<file path="config.mk">
export PLATFORM = sky130hd
export DESIGN_NAME = updown_count_monitor
export DESIGN_NICKNAME = d
export VERILOG_FILES = /design/src/rtl/updown_pkg.sv /design/src/rtl/updown_count_monitor_sat_counter.sv /design/src/rtl/updown_count_monitor.sv
export SDC_FILE = /design/constraint.sdc
export NUM_CORES = 1
export LEC_CHECK = 0
export BUFFER_PORTS_ARGS = -buffer_cell sky130_fd_sc_hd__buf_2
export CAP_MARGIN = 20
export CELL_PAD_IN_SITES_DETAIL_PLACEMENT = 0
export CELL_PAD_IN_SITES_GLOBAL_PLACEMENT = 1
export CORE_MARGIN = 2
export CORE_UTILIZATION = 47
export CTS_BUF_LIST = sky130_fd_sc_hd__clkbuf_8
export DETAILED_ROUTE_END_ITERATION = 12
export HOLD_SLACK_MARGIN = 0.05
export PLACE_DENSITY_LB_ADDON = 0.1
export SLEW_MARGIN = 40
export SYNTH_ARGS = -nofsm -noshare
export SYNTH_HDL_FRONTEND = slang
export SYNTH_SLANG_ARGS = --single-unit
</file>
<file path="constraint.sdc">
create_clock -name clk -period 6.76 [get_ports clk]
set_input_delay 1.014 -clock clk [delete_from_list [all_inputs] [get_ports clk]]
set_output_delay 1.014 -clock clk [all_outputs]
set_load 0.05 [all_outputs]
</file>
<file path="src/rtl/updown_pkg.sv">
// Shared definitions for the up/down counter monitor: FSM state
// encoding, default widths and the terminal count constants.
package updown_pkg;

    localparam int unsigned DEF_WIDTH  = 4;
    localparam int unsigned DEF_WRAP_W = 8;

    // Terminal values of the default-width counter.
    localparam logic [DEF_WIDTH-1:0] CNT_MAX = '1;
    localparam logic [DEF_WIDTH-1:0] CNT_MIN = '0;

    typedef enum logic [1:0] {
        S_IDLE  = 2'd0,
        S_TRACK = 2'd1,
        S_ERR   = 2'd2
    } state_t;

endpackage

</file>
<file path="src/rtl/updown_count_monitor_sat_counter.sv">
// Saturating tally: counts inc pulses, sticks at all-ones, cleared by clr.
module sat_counter
    import updown_pkg::*;
#(
    parameter int unsigned WRAP_W = DEF_WRAP_W
) (
    input  logic              clk,
    input  logic              rst,
    input  logic              clr,
    input  logic              inc,
    output logic [WRAP_W-1:0] value
);

    localparam logic [WRAP_W-1:0] SAT_VAL = '1;

    // Tally register: clear wins, increment only below the ceiling.
    always_ff @(posedge clk or negedge rst) begin
        if (!rst) begin
            value <= '0;
        end else if (clr) begin
            value <= '0;
        end else if (inc && (value != SAT_VAL)) begin
            value <= value + 1'b1;
        end
    end

endmodule

</file>
<file path="src/rtl/updown_count_monitor.sv">
// Monitor for a WIDTH-bit up/down counter: checks every step is +/-1
// modulo 2^WIDTH in the previously selected direction, reports
// terminal-count, wrap and direction-change events, keeps a saturating
// wrap tally and a sticky step error flag.
module updown_count_monitor
    import updown_pkg::*;
#(
    parameter int unsigned WIDTH  = DEF_WIDTH,
    parameter int unsigned WRAP_W = DEF_WRAP_W
) (
    input  logic              clk,
    input  logic              rst,
    input  logic [WIDTH-1:0]  cnt_in,
    input  logic              mode_in,
    input  logic              clr,
    output logic              tc,
    output logic              wrap_pulse,
    output logic              dir_chg,
    output logic [WRAP_W-1:0] wrap_cnt,
    output logic              step_err
);

    // Width-scaled terminal values (CNT_MAX/CNT_MIN for the default width).
    localparam logic [WIDTH-1:0] TERM_HI = '1;
    localparam logic [WIDTH-1:0] TERM_LO = '0;

    state_t           state;
    state_t           next_state;
    logic [WIDTH-1:0] prev_cnt;
    logic             prev_mode;

    logic [WIDTH-1:0] exp_cnt;
    logic             step_ok;
    logic             wrap_hit;
    logic             term_hit;
    logic             mode_flip;

    logic             tc_d;
    logic             wrap_d;
    logic             dir_d;
    logic             err_d;

    // Step prediction and event decode from the previous and current sample.
    always_comb begin
        exp_cnt   = prev_mode ? (prev_cnt - 1'b1) : (prev_cnt + 1'b1);
        step_ok   = (cnt_in == exp_cnt);
        wrap_hit  = (!prev_mode && (prev_cnt == TERM_HI) && (cnt_in == TERM_LO)) ||
                    ( prev_mode && (prev_cnt == TERM_LO) && (cnt_in == TERM_HI));
        term_hit  = (!mode_in && (cnt_in == TERM_HI)) ||
                    ( mode_in && (cnt_in == TERM_LO));
        mode_flip = (mode_in != prev_mode);
    end

    // Next-state and next-output logic; clr overrides every event.
    always_comb begin
        next_state = state;
        tc_d       = 1'b0;
        wrap_d     = 1'b0;
        dir_d      = 1'b0;
        err_d      = step_err;

        case (state)
            S_IDLE: begin
                next_state = S_TRACK;
            end
            S_TRACK: begin
                tc_d  = term_hit;
                dir_d = mode_flip;
                if (step_ok) begin
                    wrap_d = wrap_hit;
                end else begin
                    err_d      = 1'b1;
                    next_state = S_ERR;
                end
            end
            S_ERR: begin
                tc_d  = term_hit;
                dir_d = mode_flip;
                err_d = 1'b1;
            end
            default: begin
                next_state = S_IDLE;
            end
        endcase

        if (clr) begin
            next_state = S_IDLE;
            tc_d       = 1'b0;
            wrap_d     = 1'b0;
            dir_d      = 1'b0;
            err_d      = 1'b0;
        end
    end

    // FSM state register.
    always_ff @(posedge clk or negedge rst) begin
        if (!rst) begin
            state <= S_IDLE;
        end else begin
            state <= next_state;
        end
    end

    // Previous-sample registers, loaded unconditionally every cycle.
    always_ff @(posedge clk or negedge rst) begin
        if (!rst) begin
            prev_cnt  <= '0;
            prev_mode <= 1'b0;
        end else begin
            prev_cnt  <= cnt_in;
            prev_mode <= mode_in;
        end
    end

    // Registered event and status outputs.
    always_ff @(posedge clk or negedge rst) begin
        if (!rst) begin
            tc         <= 1'b0;
            wrap_pulse <= 1'b0;
            dir_chg    <= 1'b0;
            step_err   <= 1'b0;
        end else begin
            tc         <= tc_d;
            wrap_pulse <= wrap_d;
            dir_chg    <= dir_d;
            step_err   <= err_d;
        end
    end

    // Wrap tally advances on the same edge that raises wrap_pulse.
    sat_counter #(
        .WRAP_W(WRAP_W)
    ) u_wrap_tally (
        .clk   (clk),
        .rst   (rst),
        .clr   (clr),
        .inc   (wrap_d),
        .value (wrap_cnt)
    );

endmodule
</file>
Yosys cells after proc, flatten, opt, wreduce, memory -nomap -nowiden
Index checks and enable logic that the tools add are counted.

storage, ports and cells
  register bits = 19
  input port bits = 8
  output and inout bits = 12
  word-level logic and storage cells = 55

cells by class
  reduce and logical (&&, ||, !) cells = 19
  multiplexer cells = 16
  equality and inequality tests = 9
  $add $sub $neg = 3

operators with widths
  kind                                                                number
  8-bit two-way mux                                                   2
  1-bit two-way mux                                                   9
  8-bit by 1-bit adder with 8-bit output, second input constant       1
  4-bit == test, second input constant                                2
  4-bit logical NOT                                                   2
  8-bit inequality test, second input constant                        1
  1-bit logical AND                                                   7
  2-bit one-hot mux with 3 select lines                               1
  4-bit by 1-bit adder with 4-bit output, second input constant       1
  4-bit == test                                                       1
  2-bit two-way mux                                                   2
  4-bit two-way mux                                                   1
  2-bit AND reduction                                                 2
  4-bit by 1-bit subtractor with 4-bit output, second input constant  1
  3-bit inequality test, second input constant                        1
  3-bit nonzero test                                                  1
  2-bit by 1-bit == test with 1-bit output, second input constant     1
  2-bit == test, second input constant                                1
  1-bit logical NOT                                                   2
  2-bit logical NOT                                                   1
  1-bit logical OR                                                    2
  2-bit inequality test, second input constant                        1
  1-bit one-hot mux with 2 select lines                               1
  2-bit nonzero test                                                  1
  2 further kinds                                                     2

Depth between registers and ports, before layout
  depth in word-level cells = 10
  depth in mapped cells = 9
  mapped depth without buffers = 8

Modules after synthesis
From an unflattened synthesis, not the netlist that was laid out.

second synthesis, totals
  cells, all modules = 112
  area, all modules = 1131.1 sq um

modules (own cells, without submodules)
  module                cells an instance  sequential area each (sq um)  area an instance (sq um)  instances
  updown_count_monitor  63                 275.3                         666.9                     1
  sat_counter           49                 200.2                         464.2                     1

Worst setup path after synthesis
No wires, ideal clock.

  path kind = input port to flip-flop
  start = input port cnt_in[0]
  end = register u_wrap_tally.value[6]
  required time = 6.682 ns
  stages = 6
  library setup time = 0.078 ns
  setup slack = 4.117 ns
  path buffers = 1
  data arrival time = 2.565 ns
  cell sequence = or4_4 > o31ai_4 > o2111ai_2 > buf_6 > or3_1 > a21oi_1

between the ends
  cells in the longest elaborated chain, start to end = 8
  elaborated cells on any way between the ends = 11
  those cells by class = eq/ne (2); mux (3); reduce/logical (6)

RTL lines
  what                                                RTL line                                                RTL
  start: declaration                                  updown_count_monitor.sv:13                              input logic [WIDTH-1:0] cnt_in,
  4-bit == test or 4-bit logical NOT (tied branches)  updown_count_monitor.sv:48, updown_count_monitor.sv:47
  1-bit logical AND, on equally long branches         updown_count_monitor.sv:48, updown_count_monitor.sv:47
  1-bit logical OR                                    updown_count_monitor.sv:47                              wrap_hit = (!prev_mode && (prev_cnt == TERM_HI) && (cnt_in == TERM_LO)) ||
  1-bit two-way mux (*)                               updown_count_monitor.sv:69                              if (step_ok) begin
  1-bit two-way mux (*)                               updown_count_monitor.sv:62                              case (state)
  1-bit two-way mux (*)                               updown_count_monitor.sv:86                              if (clr) begin
  1-bit logical AND (*)                               updown_count_monitor_sat_counter.sv:22                  end else if (inc && (value != SAT_VAL)) begin
  2-bit nonzero test (no source line) (*)             -
  end signal: assignment                              updown_count_monitor_sat_counter.sv:23                  value <= value + 1'b1;
  end: declaration                                    updown_count_monitor_sat_counter.sv:11                  output logic [WRAP_W-1:0] value

Every way passes the cells marked *; elsewhere a longest branch is shown, timed or not.
A chain may end at the register's enable or synchronous reset.

Final worst setup path
  start = input port cnt_in[0]
  end = register u_wrap_tally.value[5]

The elaborated chain is that of the path after synthesis.

==> reports/summary.txt <==
clk sinks - 19
Final ANT Viol Nets - 0
post-synthesis adder-cell area fraction - 10.4%
Initial Util - 51.2%
P_int - 0.000176 W
vias per inst - 5.14
cell row count - 16
initial antenna violation count - 0
Die W - 51.0 µm
Async SR Flop Fraction - 100%
CTS tree - yes
largest net degree at the start of global routing - 20
Comb power frac - 18.5%
clk_skew - 0.00396 ns
worst-path fanout max - 14
flops & latches, synth - 19
Total GRT Usage - 17.6%
Mapped Nets - 116
kind of cell adding the most delay to the critical path - simple AND/OR/NAND/NOR gates
Die Area - 0.00260 mm²
fmax - 370 MHz
Area Overhead vs Synth - 15.3%
Slew @ Worst Pin - 0.541 ns
Max VDD drop - 0.126 mV
Syn Inst Count - 100
Max Slew Vio Count - 0
share of cells above drive strength 1 - 22.3%
startpoint types - input port
Layout Nets - 138
final hold viol count - 0
first-pass GRT wire length - 3370 µm
part of the power in the clock network - 31.3%
placer congestion estimate - 0.820
Post-CTS Resized - 0
Worst Hold Class - flop to flop
detailed placement HPWL - 1370 µm
top_reg_cell synth - dfrtp_1
CTS root buffer - clkbuf_8
Max Cap Violations - 0
status - finished, final reports clean
R2R Setup Slk - 4.06 ns
LEAKAGE - 0.597 nW
Setup Fix Bufs, Post-CTS - 0
quantity of hold-fixing buffers added after cts - 0
CP required - 6.94 ns
H-tree levels - 1
Worst-path clk slew - 0.07 ns
Final Power - 0.000247 W
Avg WL per Cell - 12.7 µm
normalized max-slew margin - 63.9%
Reg power frac - 50.2%
worst skew pair latency - 0.26 ns
Placement Cell Area - 0.00115 mm²
sw frac - 28.6%
kind of critical path - input port to flop
Syn Std Cell Area - 0.00104 mm²
Core Region - 0.00202 mm²
DR iter-0 viols - 9
post-synthesis sequential area ratio - 45.9%
Bufs and invs on worst path - 1
complex-gate fraction of the synthesized area - 12.0%
post-synth cell types - 26
vias after detailed routing - 760
I/O pins - 20
largest family of logic cells by synthesized area - simple AND/OR/NAND/NOR gates
Finished Cell Area - 0.00119 mm²
Synth area leaders - dfrtp_1, ha_1, a21oi_1, xnor2_1, nor2_1
endpoint class of the critical path - flop
number of diodes - 0
data arrival time of the critical path - 2.89 ns
pwr dens - 207 mW/mm²
Mean Syn Cell Area - 10.4 µm²
RSZ-0062 raised after global routing - no
net switching power - 0.0000705 W
most frequent cells in the layout - dfrtp_1, buf_2, nor2_1
TritonCTS Buffers - 3
mux cell area share after synthesis - 2.90%
YS warnings - 0
dominant cell type by area after synthesis - dfrtp_1
final setup vio count - 0
Synth Area in Simple Gates - 16.9%
min cycle time layout - 2.70 ns
Synth top area share - 45.9%
final wirelength - 1880 µm
CP max-delay cell - or4_4
drt pass-1 iters - 4
Die Y - 51.0 µm
CP cell instances - buf_2 -> or4_4 -> o31ai_4 -> o2111ai_2 -> or3_1 -> a21oi_1
vias in the first global route - 751
Port Buffers - 19
Post-synth EDFFs - 0
Residual DRC - 0
Largest stage delay, worst path - 0.56 ns
total negative setup slack - 0 ns
fin crit share - 40.0%
Longest Clk Path Bufs - 2
Synth Area in XOR/XNOR - 7.61%
global route overflow - 0
logic make-up (layout without fill, tap and decap cells):
family,count (synthesis),after routing
and+or+nand+nor,32,32
AOI/OAI and AO/OA,19,19
DFF,19,19
buffers and inverters,10,31
xor gates and xnor gates,9,9
adders and majority gates,8,8
muxes,3,3
routing by layer:
metal	GRT usage (%)	wire length [µm]	vias up
li1	-	-	387
met2	27.3	840	17
met5	0	0	-
met1	23.1	926	352
met4	5.41	23	0
met3	6.14	91	4
worst min-delay path, cell delays in order (launching register included):
cell and delay, ns:
dfrtp_1 0.34, nor2_1 0.05, nor2_1 0.07
layout make-up:
cell class                 count  area (µm²)
tap                           27        33.8
sequential                    19         475
multi-input combinational     71         515
clock inverter                 1        3.75
fill                         183         827
clock buffer                   3        41.3
timing repair buffer          19        95.1
inverter                       8        30.0
cell usage after synthesis (3+ instances only):
library cell and n:
nand3_1 6, dfrtp_1 19, or3_1 6, xnor2_1 5
nor2_1 11, a21oi_1 10, o21ai_0 6, ha_1 7
xor2_1 4, mux2i_1 3, inv_1 8
path summary, 6_finish.rpt:
kind	to	cells past startpoint	start
setup / recovery	u_wrap_tally.value[5]	6	cnt_in[0]
hold / removal	step_err	2	step_err
setup reg to reg	u_wrap_tally.value[5]	8	prev_mode
hold reg to reg	step_err	2	step_err
max in group asynchronous	state[0]	1	rst
min in group asynchronous	u_wrap_tally.value[0]	1	rst
sequential cells by signal, summed over array words and instances, names as in the netlist:
| register | flops |
|---|---|
| tc | 1 |
| prev_mode | 1 |
| step_err | 1 |
| wrap_pulse | 1 |
| state | 2 |
| prev_cnt | 4 |
| u_wrap_tally.value | 8 |
| dir_chg | 1 |
stage by stage:
step	std cells	hold WS, ns	utilization [%]	setup slack [ns]
global placement	144	0.473	56.9	3.85
global route	148	0.533	59.1	3.87
detailed placement	144	0.489	56.9	3.79
CTS	148	0.504	59.1	4.05
floorplan	100	0.513	-	4.12
finish	148	0.496	59.1	4.06
power groups by stage:
stage | combinational (W) | sequential [W] | clock, W
2_1_floorplan | 0.0000259 | 0.000132 | 0
3_3_place_gp | 0.0000447 | 0.000126 | 0
3_5_place_dp | 0.0000459 | 0.000126 | 0
4_1_cts | 0.0000462 | 0.000124 | 0.0000801
5_1_grt | 0.0000517 | 0.000125 | 0.0000864
6_report | 0.0000457 | 0.000124 | 0.0000773
No activity file was read; power rests on OpenSTA's default activity.
